--- config.mk ---
export PLATFORM = sky130hd
export DESIGN_NAME = axi_slave_rd_arbiter
export DESIGN_NICKNAME = d
export VERILOG_FILES = /design/src/rtl/axi_slave_rd_arbiter.sv
export SDC_FILE = /design/constraint.sdc
export NUM_CORES = 1
export LEC_CHECK = 0
export ABC_AREA = 1
export CORE_UTILIZATION = 38
export DETAILED_ROUTE_END_ITERATION = 6
export PLACE_DENSITY = 0.84
export RECOVER_POWER = 100
export SYNTH_ARGS = -nofsm -noshare
export SYNTH_HDL_FRONTEND = slang
export SYNTH_SLANG_ARGS = --single-unit
export TNS_END_PERCENT = 5
--- constraint.sdc ---
create_clock -name AXI_CLK_i -period 2.2 [get_ports AXI_CLK_i]
set_input_delay 0.33 -clock AXI_CLK_i [delete_from_list [all_inputs] [get_ports AXI_CLK_i]]
set_output_delay 0.33 -clock AXI_CLK_i [all_outputs]
set_load 0.005 [all_outputs]
--- src/rtl/axi_slave_rd_arbiter.sv ---
// Per-slave read arbiter: round-robin grant of one AR among the masters, then
// routes the R beats of that single outstanding read back to the winner.
module axi_slave_rd_arbiter #(
  parameter int M_CNT  = 4,
  parameter int M_BITS = 2
) (
  input  logic                AXI_CLK_i,
  input  logic                AXI_RST_i,
  input  logic [M_CNT-1:0]    REQ_VALID_i,
  input  logic [M_CNT*49-1:0] REQ_DATA_i,
  output logic [M_CNT-1:0]    REQ_POP_o,
  output logic                S_ARVALID_o,
  output logic [48:0]         S_AR_DATA_o,
  input  logic                S_ARREADY_i,
  input  logic                S_RVALID_i,
  input  logic                S_RLAST_i,
  input  logic [7:0]          S_RID_i,
  output logic                S_RREADY_o,
  input  logic [M_CNT-1:0]    R_WFULL_i,
  output logic [M_CNT-1:0]    R_SEL_o,
  output logic                LEN_ERR_o,
  output logic                RID_ERR_o
);

  typedef enum logic [1:0] {IDLE, ADDR, RESP} state_t;

  state_t            state, state_nxt;
  logic [M_BITS-1:0] rr_ptr, grant, win, idx;
  logic              win_found;
  logic [3:0]        beat_cnt;
  logic [48:0]       req_slice [M_CNT];
  logic              r_hs;

  function automatic logic [M_CNT-1:0] onehot(input logic [M_BITS-1:0] i);
    logic [M_CNT-1:0] v;
    v    = '0;
    v[i] = 1'b1;
    return v;
  endfunction

  for (genvar m = 0; m < M_CNT; m++) begin : g_slice
    assign req_slice[m] = REQ_DATA_i[m*49 +: 49];
  end

  // Scan upward from rr_ptr with wrap; first requester found wins.
  always_comb begin
    // NOTE: every combinational output gets a default first so no path leaves it unassigned (no latch).
    win       = '0;
    win_found = 1'b0;
    idx       = '0;
    for (int i = 0; i < M_CNT; i++) begin
      idx = M_BITS'((int'(rr_ptr) + i) % M_CNT);
      if (!win_found && REQ_VALID_i[idx]) begin
        win_found = 1'b1;
        win       = idx;
      end
    end
  end

  assign S_RREADY_o = (state == RESP) && !R_WFULL_i[grant];
  assign r_hs       = S_RVALID_i && S_RREADY_o;

  always_comb begin
    state_nxt   = state;
    REQ_POP_o   = '0;
    S_ARVALID_o = 1'b0;
    R_SEL_o     = '0;
    unique case (state)
      IDLE: begin
        // Pops are suppressed under reset so no AR is lost while the FSM is held.
        if (win_found && !AXI_RST_i) begin
          REQ_POP_o = onehot(win);
          state_nxt = ADDR;
        end
      end
      ADDR: begin
        S_ARVALID_o = 1'b1;
        if (S_ARREADY_i) state_nxt = RESP;
      end
      RESP: begin
        if (r_hs) begin
          R_SEL_o = onehot(grant);
          if (S_RLAST_i) state_nxt = IDLE;
        end
      end
      default: state_nxt = IDLE;
    endcase
  end

  always_ff @(posedge AXI_CLK_i) begin
    // NOTE: sequential state uses non-blocking assignments so every register samples pre-edge values.
    if (AXI_RST_i) begin
      state       <= IDLE;
      rr_ptr      <= '0;
      grant       <= '0;
      beat_cnt    <= '0;
      S_AR_DATA_o <= '0;
      LEN_ERR_o   <= 1'b0;
      RID_ERR_o   <= 1'b0;
    end else begin
      state     <= state_nxt;
      LEN_ERR_o <= 1'b0;
      RID_ERR_o <= 1'b0;
      if (state == IDLE && win_found) begin
        S_AR_DATA_o <= req_slice[win];
        grant       <= win;
        beat_cnt    <= req_slice[win][8:5];
      end
      if (r_hs) begin
        if (beat_cnt != 4'd0) beat_cnt <= beat_cnt - 4'd1;
        RID_ERR_o <= (S_RID_i[7:4] != 4'(grant));
        // Counter reaches 0 exactly on the beat that should carry RLAST.
        LEN_ERR_o <= S_RLAST_i ? (beat_cnt != 4'd0) : (beat_cnt == 4'd0);
        if (S_RLAST_i)
          rr_ptr <= (grant == M_BITS'(M_CNT - 1)) ? '0 : grant + 1'b1;
      end
    end
  end

endmodule

* After elaboration in Yosys (flattened, before gate mapping)
Cells that the tools add are included.
** Cells by class
- $add $sub $neg :: 5
- Equal/unequal tests :: 8
- Muxes and demuxes :: 40
- $lt $le $gt $ge :: 9
- Bitwise operators :: 2
- Reductions and logical operators :: 20
** Operators with widths (count)
- binary-select mux 49 bit (select 2 bit) :: 1
- two-way mux 49 bit :: 2
- two-way mux 4 bit :: 7
- < comparator 2 x 3 -> 1 bit (second input constant) :: 6
- two-way mux 2 bit :: 9
- two-way mux 1 bit :: 13
- binary-select mux 1 bit (select 2 bit) :: 5
- logical AND 1 bit :: 9
- != test 2 bit (second input constant) :: 4
- one-hot mux 2 bit (3 select lines) :: 1
- zero test 1 bit :: 5
- adder 2 x 1 -> 2 bit (second input constant) :: 2
- adder 2 bit (second input constant) :: 2
- demux 1 bit (select 2 bit) :: 2
- equality test 2 bit (second input constant) :: 2
- greater-or-equal comparator 2 x 1 -> 1 bit (second input constant) :: 2
- zero test 4 bit :: 1
- != test 4 x 2 -> 1 bit :: 1
- AND reduction 4 bit :: 1
- nonzero test 4 bit :: 1
- subtractor 4 x 1 -> 4 bit (second input constant) :: 1
- greater-or-equal comparator 3 bit (second input constant) :: 1
- inverter 2 -> 3 bit :: 1
- equality test 2 x 1 -> 1 bit (second input constant) :: 1
- 4 further kinds :: 4
** Storage, ports and cells
- Logic and storage cells :: 91
- Output and inout port bits :: 61
- Bits in registers :: 61

* Longest topological paths before layout
Gate-level depths: netlist of the first run.
- Word-level depth :: 19
- Mapped depth :: 19
- Mapped depth without buffers :: 17

* Least setup slack after synthesis of the first run
No wires, ideal clock.
- Path type :: reg2out
- Start point :: reg rr_ptr[0]
- End point :: out REQ_POP_o[1]
- Buffers on the path :: 3
- Data required time :: 1870 ps
- Cell stages (with the launch flop) :: 13
- Slack :: 240 ps
- Data arrival time :: 1630 ps
- Cells stage by stage :: dfxtp_1 > buf_6 > inv_4 > nand2_1 > nand3_1 > nand2_2 > inv_1 > nand2_1 > nand2_1 > nand3_4 > buf_6 > buf_2 > nor3_1
** Between the ends
- Cells in the longest elaborated chain, start to end :: 18
- Elaborated cells between the ends (all ways) :: 33
** Ends and longest elaborated chain
- from (decl) :: RTL line 28 : logic [M_BITS-1:0] rr_ptr, grant, win, idx;
- from (signal assigned) :: RTL line 115 : rr_ptr <= (grant == M_BITS'(M_CNT - 1)) ? '0 : grant + 1'b1;
- parallel branches: the longest is 16 deep, another holds < comparator 2 x 3 -> 1 bit
- two-way mux 4 bit * :: RTL line 71 : if (win_found && !AXI_RST_i) begin
- two-way mux 4 bit * :: RTL line 68 : unique case (state)
- to (decl) :: RTL line 11 : output logic [M_CNT-1:0] REQ_POP_o,
Every way passes the cells marked *. The select of a mux whose other input is x is not followed.

* Worst setup path after layout of the first run
- Start point :: reg rr_ptr[0]
- End point :: out REQ_POP_o[3]
Same word-level chain as after synthesis.

==> flow_summary.ini, run 1 <==
[status]
status = complete, but fails checks
violations = negative setup slack

[setup_path]
required_ns = 1.87
critPathKind = reg -> out
cp_max_fo = 9
critPathLaunchType = flop
cp-end-kind = output pin
arrival_ns = 2.04

[job]
cap_violations = 0

[detailed_routing]
routed_wl_um = 17500
dr.pass1.iters = 4
initialDrtViolationCount = 329
wl_per_cell_um = 14.3
route.detailed.drc = 0
avgViaCountPerCell = 4.81
ant_nets = 0
vias = 5880

[synthesis]
synthCells = 794
synth-edff-count = 0
ys_ff_latch = 61
synth_top_cells_by_count = 482 x nand2_1, 66 x inv_1, 61 x dfxtp_1
synth_top_area_frac = 0.411
syn_avg_cell_area_um2 = 5.54
synth_area_mm2 = 0.00440
async_flop_share = 0
synth_most_common_cell = nand2_1
synth_area_leaders = nand2_1 41%, dfxtp_1 28%, inv_1 5.6%, nand4_1 5.1%, a21oi_1 3.5%
synth_seq_area_share = 0.278
synth_top_flop_cell = dfxtp_1
ys_warn_count = 0
syn_nets = 1016
yosysTopAreaCell = nand2_1
synth.distinct_cells = 32

[finish]
nets = 1301
area_growth_pct = 80.7
drive_gt1_frac = 0.111
diodes = 0

[clock_tree]
htree_levels = 3
max-clock-path-buffers = 2
root_buffer = clkbuf_16
cts_inserted_buffers = 9
clk_latency_ns = 0.32
cts_tree = done
clock_sinks = 61
hold_buffers = 0
clkTransAtPathRegs_ns = 0.05

[timing]
final.setup.tns_ns = -5.08
skew_ns = 0.0100
relSlewSlack = 0.638
drv_slew = 0
finalHoldViolations = 0
tightest_slew_ns = 0.543
timing.hold.ws_ns = 0.458
timing.fmax_mhz = 423
setup_slack_ns = -0.165
layout_min_cycle_time_ns = 2.37
rsz0062_at_grt = yes
final.period_utilization = 1.08
setup_viol = 58

[grt]
grt_pass1_vias = 5330
grt_max_degree = 51
gr-usage-all-layers = 0.280
antenna_found_initial = 0
grt_pass1_wl_um = 25800
overflow = 0

[place]
gp_congestion = 0.882
dp_slack_ns = -0.546
hpwl_um = 12700
portBuffers = 273

[floorplanning]
start_util = 0.397
core_mm2 = 0.0111
io_pins = 278
die_x_um = 110
die_area_mm2 = 0.0120
die_h_um = 110
rows = 38

[power_and_ir_drop]
ir_drop_v = 0.000409
leakage_nw = 4.08
fin_total_pwr_mw = 4.77
p_per_area_mw_per_mm2 = 600

[min_path]
hp-class = reg -> reg
path summary, 6_finish.rpt:
path,depth (start not counted),from,to,slack (ns)
max reg2reg,17,rr_ptr[0],S_AR_DATA_o[18],-0.12
max,12,rr_ptr[0],REQ_POP_o[3],-0.17
min,2,S_AR_DATA_o[8],S_AR_DATA_o[8],0.46
min reg2reg,2,S_AR_DATA_o[8],S_AR_DATA_o[8],0.46
registers in the layout, indices dropped and copies added (netlist names):
name	cells
grant	2
rr_ptr	2
S_AR_DATA_o	49
RID_ERR_o	1
state	2
LEN_ERR_o	1
beat_cnt	4
critical path, cell delays in order (launching register included):
cell and delay, ns:
dfxtp_4 0.36, buf_12 0.13, inv_8 0.08, nand2_2 0.07
nand3_2 0.08, nand2_2 0.08, nor2_4 0.19, buf_6 0.12
nand4_1 0.13, nand2_4 0.15, buf_8 0.15, nor3_4 0.04
buf_2 0.13
area by class of cell:
class / instances / area [um^2]
clock inverter: 1 / 5.00
multi-input combinational: 620 / 2830
timing repair buffer: 316 / 3160
fill: 934 / 3130
tap: 140 / 175
clock buffer: 14 / 274
inverter: 71 / 277
sequential: 61 / 1230
cell usage in the layout (no fill, tap or decap), drive strengths merged, types with 2 or more instances in the layout:
cell type / count
nand2: 489
clkdlybuf4s50: 212
inv: 71
dfxtp: 61
dlygate4sd3: 52
buf: 44
nand4: 36
a21oi: 31
nand3: 23
clkbuf: 17
nor2: 15
o21ai: 7
ha: 5
nor3: 5
dlygate4sd2: 4
o22ai: 2
metrics by stage:
| step | utilization | std cells | cell area, um^2 |
|---|---|---|---|
| finish | 0.718 | 1223 | 7950 |
| detailed placement | 0.666 | 1199 | 7380 |
| global route | 0.718 | 1223 | 7950 |
| floorplan | - | 794 | 4400 |
| CTS | 0.705 | 1219 | 7810 |
| global placement | 0.666 | 1199 | 7380 |
where the power goes:
group	total, mW	switching [mW]	internal [mW]
sequential	1.42	0.110	1.31
clock	1.34	0.490	0.848
combinational	2.01	0.980	1.03
total	4.77	1.58	3.19
what timing repair did:
| action | in CTS | in global routing |
|---|---|---|
| endpoints found under the setup margin | 60 | 58 |
| gates resized for setup | 58 | 27 |
| gates cloned | 0 | 1 |
| pin swaps | 7 | 7 |
| buffers inserted | 5 | 3 |
metal layers:
layer | GRT usage | wire length [um]
met1 | 0.324 | 7000
met2 | 0.497 | 8560
met3 | 0.0729 | 1540
met4 | 0.0924 | 392
met5 | 0 | 0
logic make-up after synthesis:
logic type,Yosys count,share of synthesized area
simple gates,571,0.538
buf+inv,113,0.118
xor+xnor,1,0.00199
flops,61,0.278
compound gates,43,0.0509
fa+ha+maj,5,0.0142
Note: power is estimated with default switching activity, not from simulation.
==> run 2: changes to the inputs <==
- CTS_BUF_LIST: unset -> sky130_fd_sc_hd__clkbuf_4 sky130_fd_sc_hd__clkbuf_8
==> flow_summary.ini, run 2 (synthesis results as in run 1) <==
[status]
status = complete, but fails checks
violations = negative setup slack

[setup_path]
cp_max_fo = 5
r2r_end = S_AR_DATA_o[48]
crit_start = REQ_VALID_i[3]
crit_top_cell = nand2_1
cp-end-kind = output pin
critPathKind = in -> out
arrival_ns = 2.05
required_ns = 1.87
cp-endpoint = REQ_POP_o[3]
path_depth = 12
r2r_start = rr_ptr[0]
reg2reg_setup_slack_ns = -0.10
worst_path_max_delay_cell = clkdlybuf4s50_1
crit_family = buffers and inverters
critPathLaunchType = input port
path_cells = clkdlybuf4s50_1 -> inv_1 -> nand2_1 -> nand2_1 -> nand2_1 -> o21ai_4 -> nand3b_1 -> nand3_2 -> nand2_4 -> buf_8 -> nor3_4 -> buf_2
reg2reg_depth = 17
crit_buf_inv = 4
critPathMaxStageDelay_ns = 0.49

[job]
cap_violations = 0

[place]
dp_slack_ns = -0.546
portBuffers = 273
hpwl_um = 12700
dp.cells = 1199
gp_congestion = 0.882
postPlaceCellArea_mm2 = 0.00738

[power_and_ir_drop]
p_sw_frac = 0.350
power_frac_seq = 0.323
ir_drop_v = 0.000349
p_switching_mw = 1.54
internal_power_mw = 2.86
leakage_nw = 4.02
p_per_area_mw_per_mm2 = 562
clockPowerShare = 0.220
power_frac_comb = 0.457

[grt]
antenna_found_initial = 0
grt_pass1_vias = 5336
grt_pass1_wl_um = 25900
grt_max_degree = 51
overflow = 0
gr-usage-all-layers = 0.281

[floorplanning]
core_mm2 = 0.0111
die_h_um = 110
die_area_mm2 = 0.0120
io_pins = 278
die_x_um = 110
start_util = 0.397
rows = 38

[finish]
stdcell_count = 1221
largest_reg_flops = 49
multi_input_area_mm2 = 0.00282
fin_area_mm2 = 0.00783
drive_gt1_frac = 0.107
final_cell_mix = 473 x nand2_1, 214 x clkdlybuf4s50_1, 65 x inv_1, 57 x dfxtp_1, 52 x dlygate4sd3_1
largest_register = S_AR_DATA_o
area_growth_pct = 77.9
nets = 1299
final_common_cell = nand2_1
diodes = 0
reg.largest.list = S_AR_DATA_o (49), beat_cnt (4)
num-fill-cells = 962
seqCellArea_mm2 = 0.00123

[timing]
tightest_slew_ns = 0.537
skew_ns = 0.0147
final.setup.tns_ns = -3.70
timing.fmax_mhz = 420
drv_slew = 0
setup_slack_ns = -0.179
layout_min_cycle_time_ns = 2.38
setup_viol = 55
final.period_utilization = 1.08
relSlewSlack = 0.642
rsz0062_at_grt = yes
finalHoldViolations = 0

[min_path]
hp-class = reg -> reg

[detailed_routing]
drt-met1-wl_um = 6730
top_layer_used = met4
routed_wl_um = 17500
vias = 5889
wl_per_cell_um = 14.3
wl_met2_um = 8690
met3WireLength_um = 1710
route.detailed.drc = 0
avgViaCountPerCell = 4.82
dr.pass1.iters = 4
ant_nets = 0
initialDrtViolationCount = 304

[clock_tree]
hold_buffers = 0
clock_sinks = 61
clkTransAtPathRegs_ns = 0.06
root_buffer = clkbuf_8
clk_latency_ns = 0.34
max-clock-path-buffers = 2
cts_tree = done
htree_levels = 3
cts_inserted_buffers = 9
## run 2: cell type report
class                      instances  area share
clock buffer                      14      0.0230
tap                              140      0.0224
clock inverter                     1    0.000639
inverter                          71      0.0350
timing repair buffer             314       0.402
sequential                        61       0.157
multi-input combinational        620       0.360
## run 2: power by group through the flow
stage | clock [mW] | combinational (mW) | sequential (mW)
after floorplan | 0 | 0.906 | 1.45
after global placement | 0 | 1.94 | 1.44
after detailed placement | 0 | 1.97 | 1.45
after CTS | 0.990 | 2.04 | 1.43
after global routing | 1.06 | 2.22 | 1.45
final | 0.966 | 2.01 | 1.42
## run 2: per-stage QoR
| step | power (mW) | util | hold WS [ns] |
|---|---|---|---|
| 2_1_floorplan | 2.36 | - | 0.462 |
| 3_3_place_gp | 3.38 | 0.666 | 0.452 |
| 3_5_place_dp | 3.42 | 0.666 | 0.454 |
| 4_1_cts | 4.46 | 0.697 | 0.464 |
| 5_1_grt | 4.73 | 0.706 | 0.494 |
| 6_report | 4.40 | 0.706 | 0.460 |
## run 2: repair_timing
action	4_1_cts	5_1_grt
resized for setup	54	24
endpoints found under the setup margin	60	59
pin swaps	7	9
setup buffers	5	2
## run 2: worst min path at each step
stage / start / to / slack (ns) / depth (start not counted)
after global routing: S_AR_DATA_o[8] / S_AR_DATA_o[8] / 0.49 / 2
after global placement: S_AR_DATA_o[5] / S_AR_DATA_o[5] / 0.45 / 2
after detailed placement: S_AR_DATA_o[8] / S_AR_DATA_o[8] / 0.45 / 2
final: S_AR_DATA_o[8] / S_AR_DATA_o[8] / 0.46 / 2
after CTS: S_AR_DATA_o[8] / S_AR_DATA_o[8] / 0.46 / 2
after floorplan: S_AR_DATA_o[5] / S_AR_DATA_o[5] / 0.46 / 2
## run 2: worst min-delay path: cells and delay by family (launching register included)
kind | cells | cell delay, ns
simple gates | 1 | 0.05
flops | 1 | 0.31
compound gates | 1 | 0.05
## run 2: metal layers
layer / vias up / global-route usage
li1: 2997 / -
met1: 2619 / 0.325
met2: 245 / 0.504
met3: 28 / 0.0711
met4: 0 / 0.0876
met5: - / 0
==> run 3: changes to the inputs <==
- CORE_MARGIN: unset -> 4
==> flow_summary.ini, run 3 (synthesis results as in run 1) <==
[detailed_routing]
ant_nets = 0
dr.pass1.iters = 5
route.detailed.drc = 0
vias = 6077
initialDrtViolationCount = 440
avgViaCountPerCell = 4.87
wl_per_cell_um = 15.7
routed_wl_um = 19500

[job]
cap_violations = 0

[floorplanning]
start_util = 0.387
core_mm2 = 0.0114
die_x_um = 116
io_pins = 278
rows = 39
die_h_um = 116
die_area_mm2 = 0.0134

[clock_tree]
clk_latency_ns = 0.35
clkTransAtPathRegs_ns = 0.08
cts_inserted_buffers = 9
htree_levels = 3
hold_buffers = 0
cts_tree = done
root_buffer = clkbuf_8
clock_sinks = 61
max-clock-path-buffers = 2

[grt]
antenna_found_initial = 1
grt_max_degree = 51
gr-usage-all-layers = 0.259
overflow = 0
grt_pass1_wl_um = 27000
grt_pass1_vias = 5451

[timing]
rsz0062_at_grt = yes
skew_ns = 0.0114
final.period_utilization = 1.09
relSlewSlack = 0.630
setup_viol = 56
final.setup.tns_ns = -5.91
timing.fmax_mhz = 416
finalHoldViolations = 0
setup_slack_ns = -0.203
layout_min_cycle_time_ns = 2.40
drv_slew = 0
tightest_slew_ns = 0.555

[finish]
largest_reg_flops = 49
fin_area_mm2 = 0.00807
nets = 1322
area_growth_pct = 83.4
diodes = 0
reg.largest.list = S_AR_DATA_o (49), beat_cnt (4)
stdcell_count = 1248
final_common_cell = nand2_1
final_cell_mix = 473 x nand2_1, 213 x clkdlybuf4s50_1, 65 x inv_1, 58 x dfxtp_1, 52 x dlygate4sd3_1
largest_register = S_AR_DATA_o
utilization = 0.710
drive_gt1_frac = 0.115

[setup_path]
arrival_ns = 2.65
critPathLaunchType = flop
critPathMaxStageDelay_ns = 0.34
crit_family = buffers and inverters
required_ns = 2.45
cp-end-kind = flop
path_cells = buf_12 -> inv_6 -> nand2_1 -> nand2_2 -> o21ai_2 -> nand3b_1 -> nand3_2 -> nand2_4 -> buf_4 -> buf_12 -> buf_12 -> nor2_8 -> buf_4 -> buf_4 -> a21oi_1 -> nand3_2 -> nand2_1 -> inv_1
worst_path_max_delay_cell = dfxtp_2
cp_max_fo = 9
crit_buf_inv = 8
critPathKind = reg -> reg

[power_and_ir_drop]
ir_drop_v = 0.000308
p_per_area_mw_per_mm2 = 585
leakage_nw = 4.16

[min_path]
hp-class = reg -> reg

[status]
status = complete, but fails checks
violations = negative setup slack

[place]
gp_congestion = 0.872
dp_slack_ns = -0.545
hpwl_um = 13600
postPlaceCellArea_mm2 = 0.00739
portBuffers = 273
dp.cells = 1203
-- run 3: changes by cell type in the layout (fill, tap and decap cells not counted), moves of 2 or more --
| cell | change |
|---|---|
| nor2_4 | +3 |
| dfxtp_2 | -2 |
| a21oi_1 | +13 |
| clkbuf_16 | +5 |
| a21oi_4 | -2 |
| a21oi_2 | -11 |
| clkbuf_4 | -2 |
| nor3_2 | +2 |
| bufinv_16 | +2 |
| buf_4 | +17 |
-- run 3: layout make-up --
cell class                 instances  area, um^2
fill                             976        3300
inverter                          71         274
clock inverter                     4        70.1
sequential                        61        1230
multi-input combinational        623        2780
tap                              143         179
clock buffer                      12         159
timing repair buffer             334        3380
-- run 3: timing repair --
action,4_1_cts,5_1_grt
endpoints found under the setup margin,58,59
resized for setup,40,22
pin swaps,12,14
cloned,2,7
buffers inserted,6,14
-- run 3: worst register-to-register path: cells and delay by family, from the launching register on --
kind	cells	cell delay, ns
DFF	1	0.34
buffers and inverters	8	0.89
and+or+nand+nor	8	0.69
AOI/OAI and AO/OA	2	0.38
-- run 3: final timing paths --
check	from	end	slack, ns	cells after the start
max	rr_ptr[0]	S_AR_DATA_o[19]	-0.20	18
min	S_AR_DATA_o[5]	S_AR_DATA_o[5]	0.47	2
max reg2reg	rr_ptr[0]	S_AR_DATA_o[19]	-0.20	18
min reg2reg	S_AR_DATA_o[5]	S_AR_DATA_o[5]	0.47	2
-- run 3: metal layers --
| layer | share of wire | GRT usage | wire, um | vias up |
|---|---|---|---|---|
| met1 | 0.38 | 0.297 | 7420 | 2693 |
| met4 | 0.033 | 0.110 | 647 | 2 |
| met3 | 0.099 | 0.0742 | 1940 | 48 |
| met5 | 0.00067 | 0 | 13 | - |
| li1 | - | - | - | 3059 |
| met2 | 0.49 | 0.451 | 9520 | 275 |
-- run 3: report_power, final --
group	internal (mW)	switching, mW
combinational	1.10	1.02
clock	0.709	0.467
sequential	1.31	0.112
total	3.12	1.60
-- run 3: per-stage QoR --
stage	power (mW)	hold slack, ns
4_1_cts	4.66	0.473
3_5_place_dp	3.44	0.461
2_1_floorplan	2.36	0.462
3_3_place_gp	3.41	0.454
5_1_grt	5.02	0.487
6_report	4.72	0.465
==> edit: new RTL, settings of run 3 <==
`M_BITS`: 2 -> 4.
--- a/src/rtl/axi_slave_rd_arbiter.sv
+++ b/src/rtl/axi_slave_rd_arbiter.sv
@@ -2,7 +2,7 @@
 // routes the R beats of that single outstanding read back to the winner.
 module axi_slave_rd_arbiter #(
   parameter int M_CNT  = 4,
-  parameter int M_BITS = 2
+  parameter int M_BITS = 4
 ) (
   input  logic                AXI_CLK_i,
   input  logic                AXI_RST_i,
Behaviour: same outputs for any inputs over 4 cycles, from zero or initial values and one cycle with AXI_RST_i high; that may be too few to reach the edited logic, so the function may still have changed.
==> edit against run 3 <==
The flow still finishes with violations (setup timing); area after synthesis up 5.8%; clock power decreased by 9%; setup slack better by 0.11 ns; design area hardly changed; hold slack better by 0.018 ns; wire length is 9.3% lower; sequential cell count is the same; power shrank 2.6%; core utilization down 3.8 points; register-to-register slack improved by 0.22 ns; clock skew about the same; first-iteration DRC count is 18% lower; count of clock-buffer cells in the layout unchanged; largest power group unchanged.
==> edit: results (changes against run 3) <==
Power and ir drop
  • Max IR drop VDD: 299 uV (-3.2%)
  • Comb pwr share: 46.0% (+1.1 points)
  • Clock share of power: 23.2% (-1.7 points)
  • Net Switching: 1590 uW (-0.57%)
  • Sw Ratio: 34.6% (+0.69 points)

Cells and area
  • Fillers: 1113 (+14%)
  • Nets: 1381 (+4.5%)

Setup path
  • Worst reg2reg startpoint: rr_ptr[1]
  • Worst path top cell family by delay: simple AND/OR/NAND/NOR gates
  • Crit path to: REQ_POP_o[1]
  • Arr. time, crit path: 1.97 ns (-0.68 ns)
  • Reg2reg setup slack: 0.02 ns (+0.22 ns)
  • FF-to-FF path depth: 17 (-1)
  • R2r endpoint: S_AR_DATA_o[2]
  • Worst Path Max Fanout: 6 (-3)

Global routing
  • Met1 GRT Util: 26.5% (-3.2 points)
  • GRT Total Usage: 23.9% (-2.0 points)
  • Initial antenna violation count: 0 (-1)
  • Vias in the first global route: 5695 (+4.5%)
  • First-pass GRT wire length: 27.6 mm (+2.4%)
  • Met2 Use GR: 43.3% (-1.8 points)
  • Largest net degree at the start of global routing: 57 (+12%)

Routing
  • Vias: 6146 (+1.1%)
  • Met2 routed WL: 8.84 mm (-7.2%)
  • DR vias/cell: 4.69 (-3.7%)
  • Iteration-0 DRC Markers: 363 (-18%)
  • DR WL met3: 1.45 mm (-25%)
  • Top Metal Used: met4
  • Wire length per cell: 13.5 um (-14%)
  • Met1 WL: 7.00 mm (-5.6%)

Timing
  • Final WS setup: -0.0973 ns (+0.106 ns)
  • Slew headroom: 59.3% (-3.7 points)
  • Final setup vio count: 5 (-91%)

Yosys
  • Syn Nets: 1105 (+8.8%)
  • Register area share after synthesis: 26.2% (-1.5 points)
  • Post-synth cell types: 29 (-9.4%)

Status
  • Failing checks: setup timing
  • Status: complete, but fails checks

Clock network
  • Post-CTS Setup Repair Bufs: 9 (+3)
  • Post-cts repair resize count: 59 (+48%)

Place
  • Placed Cells incl. Taps: 1284 (+6.7%)
[edit: cell count changes after synthesis, sizes merged, moves of 3 or more]
cell   before  now
nand2     489  578
buf        31   36
nand3      23   58
nor2       15   12
a21oi      31   18
nand4      36    9
[edit: tightest hold or removal path, delay by kind of cell (launching register included)]
family / cells / cell delay, ns
flip-flops: 1 / 0.32
AO/OA/AOI/OAI: 1 / 0.06
AND/OR/NAND/NOR: 1 / 0.06
[edit: final cells by class]
type,count,area [um2],area share [%]
clock inverters,4,45.0,0.558
inverters,71,279,3.46
clock buffers,12,165,2.05
repair buffers,314,3100,38.4
well taps,147,184,2.28
multi-input cells,702,3060,37.9
flip-flops and latches,61,1230,15.3
[edit: kinds of logic (layout without fill, tap and decap cells)]
family / count (synthesis) / in the layout / synth area share, %
DFF: 61 / 61 / 26.2
xor gates and xnor gates: 5 / 5 / 0.941
adders and majority gates: 5 / 5 / 1.34
AOI/OAI and AO/OA: 30 / 30 / 3.33
and+or+nand+nor: 662 / 662 / 56.4
buffers and inverters: 120 / 401 / 11.7
[edit: worst min-delay path by stage]
| stage | start | end | slack, ns | depth (start not counted) |
|---|---|---|---|---|
| after detailed placement | S_AR_DATA_o[6] | S_AR_DATA_o[6] | 0.46 | 2 |
| after CTS | S_AR_DATA_o[6] | S_AR_DATA_o[6] | 0.48 | 2 |
| final | S_AR_DATA_o[6] | S_AR_DATA_o[6] | 0.48 | 2 |
| after floorplan | S_AR_DATA_o[5] | S_AR_DATA_o[5] | 0.46 | 2 |
| after global routing | S_AR_DATA_o[5] | S_AR_DATA_o[5] | 0.51 | 2 |
| after global placement | S_AR_DATA_o[5] | S_AR_DATA_o[5] | 0.46 | 2 |
